===== src/rtl/adder_4bit.sv =====
// Registered carry-lookahead adder: {c_out, sum} = a + b + c_in, one cycle latency.
// Lookahead is flattened inside 4-bit groups; group carries ripple between groups.

module adder_cla_grp #(
  parameter int GW = 4
) (
  input  logic [GW-1:0] g_i,
  input  logic [GW-1:0] p_i,
  input  logic          c_i,
  output logic [GW:0]   c_o
);
  logic term, pp;

  // Each carry is expanded directly from g/p/c_i so no carry depends on another carry.
  always_comb begin
    c_o    = '0;
    term   = 1'b0;
    pp     = 1'b0;
    c_o[0] = c_i;
    for (int i = 0; i < GW; i++) begin
      term = g_i[i];
      pp   = p_i[i];
      for (int j = i - 1; j >= 0; j--) begin
        term = term | (pp & g_i[j]);
        pp   = pp & p_i[j];
      end
      c_o[i+1] = term | (pp & c_i);
    end
  end
endmodule

module adder_4bit #(
  parameter int WIDTH = 4
) (
  input  logic             clk,
  input  logic             rst,
  input  logic [WIDTH-1:0] a,
  input  logic [WIDTH-1:0] b,
  input  logic             c_in,
  output logic             c_out,
  output logic [WIDTH-1:0] sum
);
  localparam int NG = (WIDTH + 3) / 4;

  logic [WIDTH-1:0] g, p, cbit;
  logic [NG:0]      gc;
  logic [WIDTH-1:0] sum_d, sum_q;
  logic             c_out_d, c_out_q;

  assign g     = a & b;
  assign p     = a ^ b;
  assign gc[0] = c_in;

  // Top group is narrower when WIDTH is not a multiple of 4.
  for (genvar k = 0; k < NG; k++) begin : g_grp
    localparam int LO = 4 * k;
    localparam int GW = ((WIDTH - LO) < 4) ? (WIDTH - LO) : 4;
    logic [GW:0] c;

    adder_cla_grp #(.GW(GW)) u_grp (
      .g_i (g[LO +: GW]),
      .p_i (p[LO +: GW]),
      .c_i (gc[k]),
      .c_o (c)
    );

    assign cbit[LO +: GW] = c[GW-1:0];
    assign gc[k+1]        = c[GW];
  end

  assign sum_d   = p ^ cbit;
  assign c_out_d = gc[NG];

  always_ff @(posedge clk) begin
    if (rst) begin
      sum_q   <= '0;
      c_out_q <= 1'b0;
    end else begin
      sum_q   <= sum_d;
      c_out_q <= c_out_d;
    end
  end

  assign sum   = sum_q;
  assign c_out = c_out_q;
endmodule


===== config.mk =====
export PLATFORM = sky130hd
export DESIGN_NAME = adder_4bit
export DESIGN_NICKNAME = d
export VERILOG_FILES = /design/src/rtl/adder_4bit.sv
export SDC_FILE = /design/constraint.sdc
export NUM_CORES = 1
export LEC_CHECK = 0
export CORE_AREA = 10 10 47 49
export DETAILED_ROUTE_END_ITERATION = 8
export DIE_AREA = 0 0 57 59
export SYNTH_ARGS = -nofsm -noshare
export SYNTH_HDL_FRONTEND = slang
export SYNTH_HIERARCHICAL = 1
export SYNTH_SLANG_ARGS = --single-unit
export TNS_END_PERCENT = 5

===== constraint.sdc =====
create_clock -name clk -period 2.45 [get_ports clk]
set_clock_uncertainty 0.15 [all_clocks]
set_input_delay 0.735 -clock clk [delete_from_list [all_inputs] [get_ports clk]]
set_output_delay 0.735 -clock clk [all_outputs]
set_load 0.01 [all_outputs]

Word level (Yosys, flattened, before mapping)
Cells that the tools add are included.
{"block": "word_totals", "ff_bits": 5, "latchBits": 0, "ram_bits": 0, "romBits": 0, "out_inout_bits": 5, "n_memories": 0}
{"block": "classes", "n_addsub": 0, "n_mul": 0, "n_div": 0, "magnitude_cmp": 0, "eq_ne": 0, "n_shift": 0, "muxes": 0, "bitwise_logic": 29, "reduce_logical": 0}
{"op": "$and A1 B1 Y1", "count": 16}
{"op": "$or A1 B1 Y1", "count": 10}
{"op": "$xor A4 B4 Y4", "count": 2}
{"op": "$and A4 B4 Y4", "count": 1}

Longest topological paths before layout
{"block": "depth", "ltp_word": 6, "mapped_depth": 6}

By module
The synthesis kept the hierarchy.
{"module": "adder_4bit", "instances": 1, "cells_each": 18, "area_each_um2": 206.4, "seq_area_each_um2": 100.1}
{"module": "adder_cla_grp", "instances": 1, "cells_each": 6, "area_each_um2": 46.3, "seq_area_each_um2": 0.0}

Worst setup path before layout
Ideal clock, no wire load.
{"block": "synth_path", "path_kind": "input -> register", "startpoint": "in a[0]", "endpoint": "reg sum_q[3] (netlist: sum[3])", "setup_time_ns": 0.115, "arrival_ns": 1.759, "setup_slack_ns": 0.426, "stages": 6, "path_cell_list": "ha_1 -> a21o_1 -> a21o_1 -> a21o_1 -> xnor2_1 -> nor2_1"}
{"block": "synth_via", "elab_chain_cells": 5}
{"element": "from (decl)", "line_no": "37", "text": "input logic [WIDTH-1:0] a,"}
{"element": "$and A4 B4 Y4 / $xor A4 B4 Y4 (equally long branches)", "line_no": "50, 51"}
{"element": "$and A1 B1 Y1 (on tied branches)", "line_no": "24, 25"}
{"element": "$or A1 B1 Y1 / $and A1 B1 Y1 (equally long branches)", "line_no": "24, 27"}
{"element": "$or A1 B1 Y1 *", "line_no": "27", "text": "c_o[i+1] = term | (pp & c_i);"}
{"element": "via g_grp[0].c[3]", "line_no": "58", "text": "logic [GW:0] c;"}
{"element": "$xor A4 B4 Y4 *", "line_no": "71", "text": "assign sum_d = p ^ cbit;"}
{"element": "to (signal assigned)", "line_no": "79", "text": "sum_q <= sum_d;"}
{"element": "to (decl)", "line_no": "47", "text": "logic [WIDTH-1:0] sum_d, sum_q;"}
Mark *: on every way through the listed nets, which the timed path passes. The rest lies on a longest branch.
A chain may end at the register's enable or synchronous reset.

Final worst setup path
{"block": "layout_path", "startpoint": "in a[0]", "endpoint": "reg sum_q[3] (netlist: sum[3])"}
{"block": "layout_via", "elab_chain_cells": 5}
{"element": "$xor A4 B4 Y4", "line_no": "51", "text": "assign p = a ^ b;"}
{"element": "via p[0]", "line_no": "45", "text": "logic [WIDTH-1:0] g, p, cbit;"}
{"element": "$and A1 B1 Y1", "line_no": "25", "text": "pp = pp & p_i[j];"}
{"element": "$and A1 B1 Y1", "line_no": "27"}
{"element": "$or A1 B1 Y1", "line_no": "27"}
{"element": "via g_grp[0].c[3]", "line_no": "58"}
{"element": "$xor A4 B4 Y4", "line_no": "71"}
The timed path passes the listed nets, and every way through them passes these cells.

==> run metrics <==
Worst Tran Pin Value=166.4 ps; Post-synth EDFFs=0; Final period util=91.28%; Mapped Avg Cell Area=10.53 sq um; H-tree levels=1; layout cells sized above 1=13.33%; Starting Density=between 15 and 20%; Sum Neg Setup Slack=0 ps; top-count cell post-synth=dfxtp_1; RSZ-0062 raised after global routing=false; fin area=between 400 and 500 sq um; synth cell count leaders=dfxtp_1, a21o_1, ha_1, nor2_1, xnor2_1; Sink Count=5; fmax=447.2 MHz; die footprint=3363 sq um; Worst Path Required=2430 ps; flop and latch count out of synthesis=5; boundary pin count=16; status=completed; Total Routing Usage GR=3.854%; worst hold slack=a little under 1000 ps; crit path capture type=register; Die H=59 um; CP peak stage delay=410 ps; Max clock buf depth=2; Top cell by count, worst path=a21o_1; Post-Syn Nets=39; startpoint types=input pin; Post-CTS Resized=0; main area contributors after synthesis=dfxtp_1, ha_1, xnor2_1; largest net degree at the start of global routing=6; fin crit period=roughly 2200 ps; Post-synth top flop=dfxtp_1; Seq/Total Area, Yosys=roughly two fifths; critical path cell sequence=clkdlybuf4s50_1 -> ha_1 -> a21o_1 -> a21o_1 -> a21o_1 -> xnor2_1 -> nor2_1; GRT Residual Overflow=0; synthesized area=around 250 sq um; Synth Warn #=6; initial antenna violation count=0; final core utilization=33.13%; ANT cells=0; Detailed Routing Iterations Pass 1=2; CTS clk-pin slew, worst paths=~40 ps; VDD IR max=150.2 uV; cts bufs inserted=3; asr flop ratio synth=0%; Cell variety after synth=8; # hold bufs at CTS=0; critical path start-end classification=in2reg; initial drt markers=1; placed instance area=roughly 440 sq um; Relative slew margins=88.88%; Pins Over Slew Limit=0; # rows=14; CTS tree=done; I/O Buffers=15; setup violators final=0; drt drc=0; vias in the first global route=250; Placer Congestion=between 0.6 and 0.7; Critical Path Fanout Max=3; Wirelength per Cell=approximately 10 um; Antenna Violating Nets Remaining=0; Mapped Cells=24; DR vias/cell=3.770; largest area contributor in the netlist=dfxtp_1; Final nets=61; Max Cap Viol=0; DP Wirelength=535.1 um; P&R area growth vs syn=83.66%; power density over the cells=586.8 nW/um^2; root buffer cell=clkbuf_4; core box area=1401 sq um; cell leakage power=0.2118 nW; post-CTS setup buffers=0; CP max-delay cell=clkdlybuf4s50_1; top cell type's share of synthesized area=approximately 40%; global-route wire length before repair=952 um; Worst Path Arrival=2210 ps; Fin. Hold Viols=0; die width=57 um; wirelength, routed=610 um; Hold Path Class=in2reg; DR vias=230
==> sequential cells by signal (all words and copies together) (netlist names) <==
| signal | cells |
|---|---|
| c_out | 1 |
| sum | 4 |
==> metal layers <==
metal | share of wire, % | track usage [%] | vias to the layer above
li1 | - | - | 122
met1 | 37 | 2.987 | 98
met2 | 50 | 5.426 | 10
met3 | 12 | 3.004 | 0
met4 | 0 | 5.034 | 0
met5 | 0 | 0 | -
==> metrics by stage <==
stage	instances	worst slack [ps]	total power [mW]
global placement	57	-7.184	0.1800
detailed placement	57	-41.49	0.1817
finish	61	213.8	0.2724
global route	61	135.2	0.2886
CTS	61	210.2	0.2786
floorplan	24	426.2	0.1344
==> power by group <==
| group | internal, mW | leakage (nW) | switching, mW | total (mW) |
|---|---|---|---|---|
| logic | 0.0558 | 0.155 | 0.0297 | 0.0855 |
| registers | 0.0915 | 0.0416 | 0.00202 | 0.0935 |
| clock network | 0.0615 | 0.0150 | 0.0319 | 0.0933 |
==> kinds of logic (layout without fill, tap and decap cells) <==
family | after synthesis | count (layout) | share of synthesized area (%)
flip-flops | 5 | 5 | 39.61
adder cells (fa/ha/maj) | 4 | 4 | 19.80
AND/OR/NAND/NOR | 5 | 5 | 8.416
AO/OA/AOI/OAI | 5 | 5 | 15.35
buffers and inverters | 1 | 22 | 2.971
XOR/XNOR | 4 | 4 | 13.86
==> placed cells by master (no fill, tap or decap), drive strengths merged <==
cell type / count
clkdlybuf4s50: 15
dfxtp: 5
xnor2: 4
nor2: 4
ha: 4
a21o: 4
clkbuf: 4
buf: 3
nor2b: 1
a31o: 1
==> area by class of cell <==
class                   instances  area [sq um]
well taps                      16         20.02
clock buffers                   4         26.28
fillers                       155         937.1
repair buffers                 18         172.7
multi-input cells              18         145.1
flip-flops and latches          5         100.1
==> critical path: cells and delay by family <==
kind / cells / cell delay (ps)
adder cells (fa/ha/maj): 1 / 320
XOR/XNOR: 1 / 140
buffers and inverters: 1 / 410
AO/OA/AOI/OAI: 3 / 560
AND/OR/NAND/NOR: 1 / 50
==> final timing paths <==
kind | endpoint | cells after the start | startpoint | slack [ps]
min | sum[3]$_SDFF_PP0_ | 2 | rst | 980
max | sum[3]$_SDFF_PP0_ | 7 | a[0] | 210
(Power assumes the default switching activity.)
